--- src/rtl/pc_branch_unit.sv ---
// Fetch program counter with branch redirect, stall hold and wrong-path flush sequencing.
// The 6-bit shifted branch offset is sign-extended and added to the branch's PC+2.
module pc_branch_unit #(
    parameter int unsigned     PC_W         = 8,
    parameter logic [PC_W-1:0] RESET_PC     = '0,
    parameter int unsigned     FLUSH_CYCLES = 2
) (
    input  logic            clk,
    input  logic            rst_n,
    input  logic            stall,
    input  logic            branch_taken,
    input  logic [PC_W-1:0] br_base,
    input  logic [5:0]      br_offset_sh,
    output logic [PC_W-1:0] pc,
    output logic [PC_W-1:0] pc_plus2,
    output logic            if_valid,
    output logic            flush,
    output logic [PC_W-1:0] target
);

    typedef enum logic [1:0] {
        StBoot  = 2'd0,
        StRun   = 2'd1,
        StFlush = 2'd2
    } state_e;

    localparam logic [PC_W-1:0] Two      = PC_W'(2);
    localparam logic [PC_W-1:0] EvenMask = ~PC_W'(1);
    localparam logic [1:0]      CntInit  = 2'(FLUSH_CYCLES - 1);

    state_e          state_q, state_d;
    logic [1:0]      cnt_q, cnt_d;
    logic [PC_W-1:0] pc_d, target_d;
    logic            flush_d, if_valid_d;
    logic [PC_W-1:0] off_ext, tgt;

    assign off_ext  = {{(PC_W-6){br_offset_sh[5]}}, br_offset_sh};
    // Halfword-aligned target: bit0 dropped whatever the offset says.
    assign tgt      = (br_base + off_ext) & EvenMask;
    assign pc_plus2 = pc + Two;

    always_comb begin
        state_d    = state_q;
        cnt_d      = cnt_q;
        pc_d       = pc;
        target_d   = target;
        flush_d    = flush;
        if_valid_d = if_valid;
        unique case (state_q)
            StBoot: begin
                state_d    = StRun;
                if_valid_d = 1'b1;
            end
            StRun: begin
                if (branch_taken) begin
                    pc_d     = tgt;
                    target_d = tgt;
                    flush_d  = 1'b1;
                    cnt_d    = CntInit;
                    state_d  = StFlush;
                end else if (!stall) begin
                    pc_d = pc_plus2;
                end
            end
            StFlush: begin
                // branch_taken here comes from a squashed instruction.
                if (!stall) begin
                    pc_d = pc_plus2;
                    if (cnt_q == 2'd0) begin
                        flush_d = 1'b0;
                        state_d = StRun;
                    end else begin
                        cnt_d = cnt_q - 2'd1;
                    end
                end
            end
            default: begin
                state_d    = StRun;
                flush_d    = 1'b0;
                if_valid_d = 1'b1;
                cnt_d      = 2'd0;
            end
        endcase
    end

    always_ff @(posedge clk or negedge rst_n) begin
        if (!rst_n) begin
            state_q  <= StBoot;
            cnt_q    <= 2'd0;
            pc       <= RESET_PC;
            target   <= '0;
            flush    <= 1'b0;
            if_valid <= 1'b0;
        end else begin
            state_q  <= state_d;
            cnt_q    <= cnt_d;
            pc       <= pc_d;
            target   <= target_d;
            flush    <= flush_d;
            if_valid <= if_valid_d;
        end
    end

endmodule
--- config.mk ---
export PLATFORM = sky130hd
export DESIGN_NAME = pc_branch_unit
export DESIGN_NICKNAME = d
export VERILOG_FILES = /design/src/rtl/pc_branch_unit.sv
export SDC_FILE = /design/constraint.sdc
export NUM_CORES = 1
export LEC_CHECK = 0
export BUFFER_PORTS_ARGS = -buffer_cell sky130_fd_sc_hd__buf_2
export CORE_MARGIN = 8
export CORE_UTILIZATION = 40
export CTS_CLUSTER_DIAMETER = 100
export DETAILED_ROUTE_END_ITERATION = 12
export PLACE_DENSITY = 0.65
export SYNTH_ARGS = -nofsm -noshare
export SYNTH_HDL_FRONTEND = slang
export SYNTH_SLANG_ARGS = --single-unit
export TNS_END_PERCENT = 20
--- constraint.sdc ---
create_clock -name clk -period 5 [get_ports clk]
set_input_delay 0.25 -clock clk [delete_from_list [all_inputs] [get_ports clk]]
set_output_delay 0.25 -clock clk [all_outputs]
set_load 0.02 [all_outputs]
==> impl.org <==
** Pwr
- IR analysis of the VDD net gives a maximum drop of between 0.1 and 0.15 mV.
- Power density cells :: 599 nW/um2
- Static leakage :: 0.772 nW

** Synth
- Total of warnings raised by yosys :: 0
- Avg Inst Size Synth :: approximately 9.0 um2
- Ys async rst share :: 100%
- Post-synth EDFFs :: 0
- Distinct cell type count of the synthesized netlist :: 39
- Summing the sequential cell areas from Yosys gives between 30% and 40% of the chip area.
- Syn Inst Count :: between 150 and 200
- Yosys reg bits :: 20
- Mapped cell area :: roughly 1400 um2
- Top flip-flop cell by instance count after synthesis :: dfrtp_1

** Critical path
- Reg2reg end :: pc[5]$_DFFE_PN0P_
- Data on the critical path is required at its endpoint by between 4 and 5 ns.
- Endpoint type of the worst setup path :: output pin
- The critical path ends at pc_plus2[7].
- Slack of the worst reg-to-reg path :: about 3.1 ns
- Of all nets on the critical path, the largest fanout is 6.
- Critical Path Start :: pc[1]$_DFFE_PN0P_
- CP Class :: register to output pin
- STA puts the critical path data arrival time at roughly 1.7 ns.
- The worst register-to-register path begins at state_q[0]$_DFFE_PN0P_.
- Setup crit start kind :: register
- Worst R2R Path Depth :: 6

** Global route
- The number of global-route vias before repair is 1192.
- Global routing used a little under an eighth of the available tracks.
- For this run the aggregate overflow at the end of global routing stands at 0.
- Wire length of the first global-routing pass :: roughly 5.3 mm
- Largest net degree at the start of global routing :: 21
- The initial antenna violation count came to 0.

** Cells and area
- Area added between synthesis and finish :: 19.6%
- For this run, the share of the core covered by cells in the final layout is 49.5%.
- Nets :: between 200 and 250
- 0 antenna diodes ended up in the layout.
- Fraction of layout instances using a drive strength above 1 :: between 20% and 30%

** Floorplanning
- Floorplan die width :: ~75 um
- The floorplan step defined a die boundary enclosing approximately 5600 um2.
- Row generation in the floorplan step produced 21 rows.
- The core region is 3310 um2.
- Once the floorplan was initialized, standard cells occupied 41.4% of the core.
- The die is between 70 and 80 um tall.
- Number of top-level design ports :: 44

** Clocking
- Total CTS buffers :: 3
- Count of buffers added by post-CTS timing repair for setup :: 0
- Number of instances resized during post-cts repair :: 0
- Level count of the clock H-tree :: 1
- The number of hold buffers added after CTS was 1.
- Max Buffers Root-to-Sink :: 2
- TritonCTS built the clock tree.
- Clock tree root driver cell :: clkbuf_4
- Counting every sink on the clock net gives 20.
- Later-pin clock latency in the skew report :: around 0.3 ns
- Clock slew seen by the registers of the worst setup and hold paths :: around 0.12 ns

** Route
- Summing over every cut layer, the via total after detailed routing is 1236.
- Routed length on met1 :: roughly 1.4 mm
- Dividing the detail-routed wire length by the instance count gives 13.8 um.
- Top routing layer used :: met4
- Violation count after the first detailed-route iteration :: 32
- Via/cell ratio :: just over 5
- The final layout contains routed wiring with a total length of between 3 and 4 mm.
- Sum of met2 wire segment lengths after detailed routing :: 1.76 mm
- Amount of wire on met3 after detailed routing :: between 100 and 150 um
- Before antenna repair, the detailed router went through 4 iterations.
- In the routed design, unresolved DRC markers number 0.
- Post-DRT Antenna Nets :: 0

** STA
- The worst path needs about 2 ns of the cycle, external delays included.
- The clock arrives with between 0.007 and 0.008 ns of skew.
- Derived from the worst setup path, the maximum achievable clock frequency is around 500 MHz.
- Period utilization :: 39.9%
- Setup tns final :: 0 ns
- Number of endpoints failing setup at the final stage :: 0
- Unrepaired setup endpoints after global routing :: false
- Max-slew violation count :: 0
- The number of hold violations in the final report was 0.

** Run
- Number of violations of the max-capacitance limit :: 0

** Placement
- RD Place Congestion :: just over 0.8
- Port Buffers :: 40
- Post-detail-place hpwl :: between 2 and 3 mm

** Worst hold path
- The startpoint identified for the worst hold timing path is branch_taken.
- The tightest min-delay check is of the input port to register type.

** Status
- The run finished with clean final reports.
cells in the mapped netlist, drive strengths merged, types with 2 or more instances:
| master | n | area, um2 |
|---|---|---|
| o21ai | 12 | 60.1 |
| nand2 | 12 | 45.0 |
| nand2b | 4 | 25.0 |
| nor4 | 2 | 12.5 |
| nor4b | 2 | 17.5 |
| buf | 4 | 27.5 |
| a31oi | 3 | 18.8 |
| and3 | 3 | 18.8 |
| nor2 | 6 | 22.5 |
| xnor2 | 5 | 43.8 |
| dfrtp | 20 | 500 |
| nor3 | 2 | 10.0 |
| o21a | 4 | 30.0 |
| a21o | 2 | 15.0 |
| mux2 | 2 | 22.5 |
| inv | 12 | 45.0 |
| o32ai | 2 | 17.5 |
| clkbuf | 4 | 15.0 |
| ha | 11 | 138 |
| a21oi | 13 | 65.1 |
| xor2 | 4 | 35.0 |
| nand3 | 5 | 25.0 |
| nor2b | 3 | 26.3 |
| o22ai | 3 | 18.8 |
placed cells by master, fill, tap and decap left out, types with 3 or more instances in the layout:
cell / count
buf_2: 40
dfrtp_1: 20
a21oi_1: 13
inv_1: 12
nand2_1: 12
o21ai_0: 12
ha_1: 11
nor2_1: 6
nand3_1: 5
xnor2_1: 5
xor2_1: 4
nand2b_1: 4
o21a_1: 4
and3_1: 3
a31oi_1: 3
o22ai_1: 3
conb_1: 3
clkbuf_4: 3
per-stage QoR:
step | cell area (um2) | std cells | total power, mW | hold WS [ns] | setup slack (ns)
after detailed placement | 1590 | 233 | 0.900 | 0.222 | 3.17
after global routing | 1640 | 238 | 1.06 | 0.294 | 2.86
after floorplan | 1380 | 155 | 0.714 | -0.0456 | 3.21
after global placement | 1590 | 233 | 0.887 | 0.216 | 3.21
after CTS | 1640 | 238 | 0.997 | 0.268 | 3.01
final | 1640 | 238 | 0.982 | 0.278 | 3.01
final cells by class:
cell class	count	area (um2)
fill	352	1670
multi-input combinational	115	791
sequential	20	500
timing repair buffer	41	210
tap	46	57.6
inverter	12	45.0
clock buffer	4	36.3
critical path, cell delays in order, from the launching register on:
cell and delay, ns:
dfrtp_1 0.45, ha_1 0.27, nand3_1 0.14, nor2_1 0.15, xor2_1 0.21, buf_2 0.21
sequential cells by signal, summed over array words and instances (netlist names):
name / count
state_q: 2
if_valid: 1
flush: 1
target: 7
pc: 7
cnt_q: 2
worst min path at each step:
stage	endpoint	slack [ns]	cells past startpoint
after floorplan	cnt_q[0]$_DFFE_PN0P_	-0.05	0
after detailed placement	flush$_DFFE_PN0P_	0.22	1
after CTS	state_q[1]$_DFFE_PN0P_	0.27	3
after global routing	state_q[1]$_DFFE_PN0P_	0.29	3
final	state_q[1]$_DFFE_PN0P_	0.28	3
after global placement	flush$_DFFE_PN0P_	0.22	1
layer usage:
layer / up-vias / global-route usage (%)
met4: 0 / 3.91
li1: 620 / -
met1: 591 / 12.9
met5: - / 0
met3: 2 / 1.35
met2: 23 / 23.0
power by group:
part,switching [mW],leakage [nW],internal [mW]
logic,0.375,0.518,0.216
registers,0.0621,0.233,0.235
clock network,0.0498,0.0210,0.0443
total,0.486,0.772,0.496
cell families (layout without fill, tap and decap cells):
kind of cell	count (synthesis)	in the layout	share of synthesized area [%]
AOI/OAI and AO/OA	46	46	20.6
xor gates and xnor gates	9	9	5.75
adders and majority gates	12	12	11.5
buffers and inverters	20	57	6.39
DFF	20	20	36.5
muxes	3	3	2.37
other	1	3	0.273
and+or+nand+nor	42	42	16.6
No activity file was read; power rests on OpenSTA's default activity.
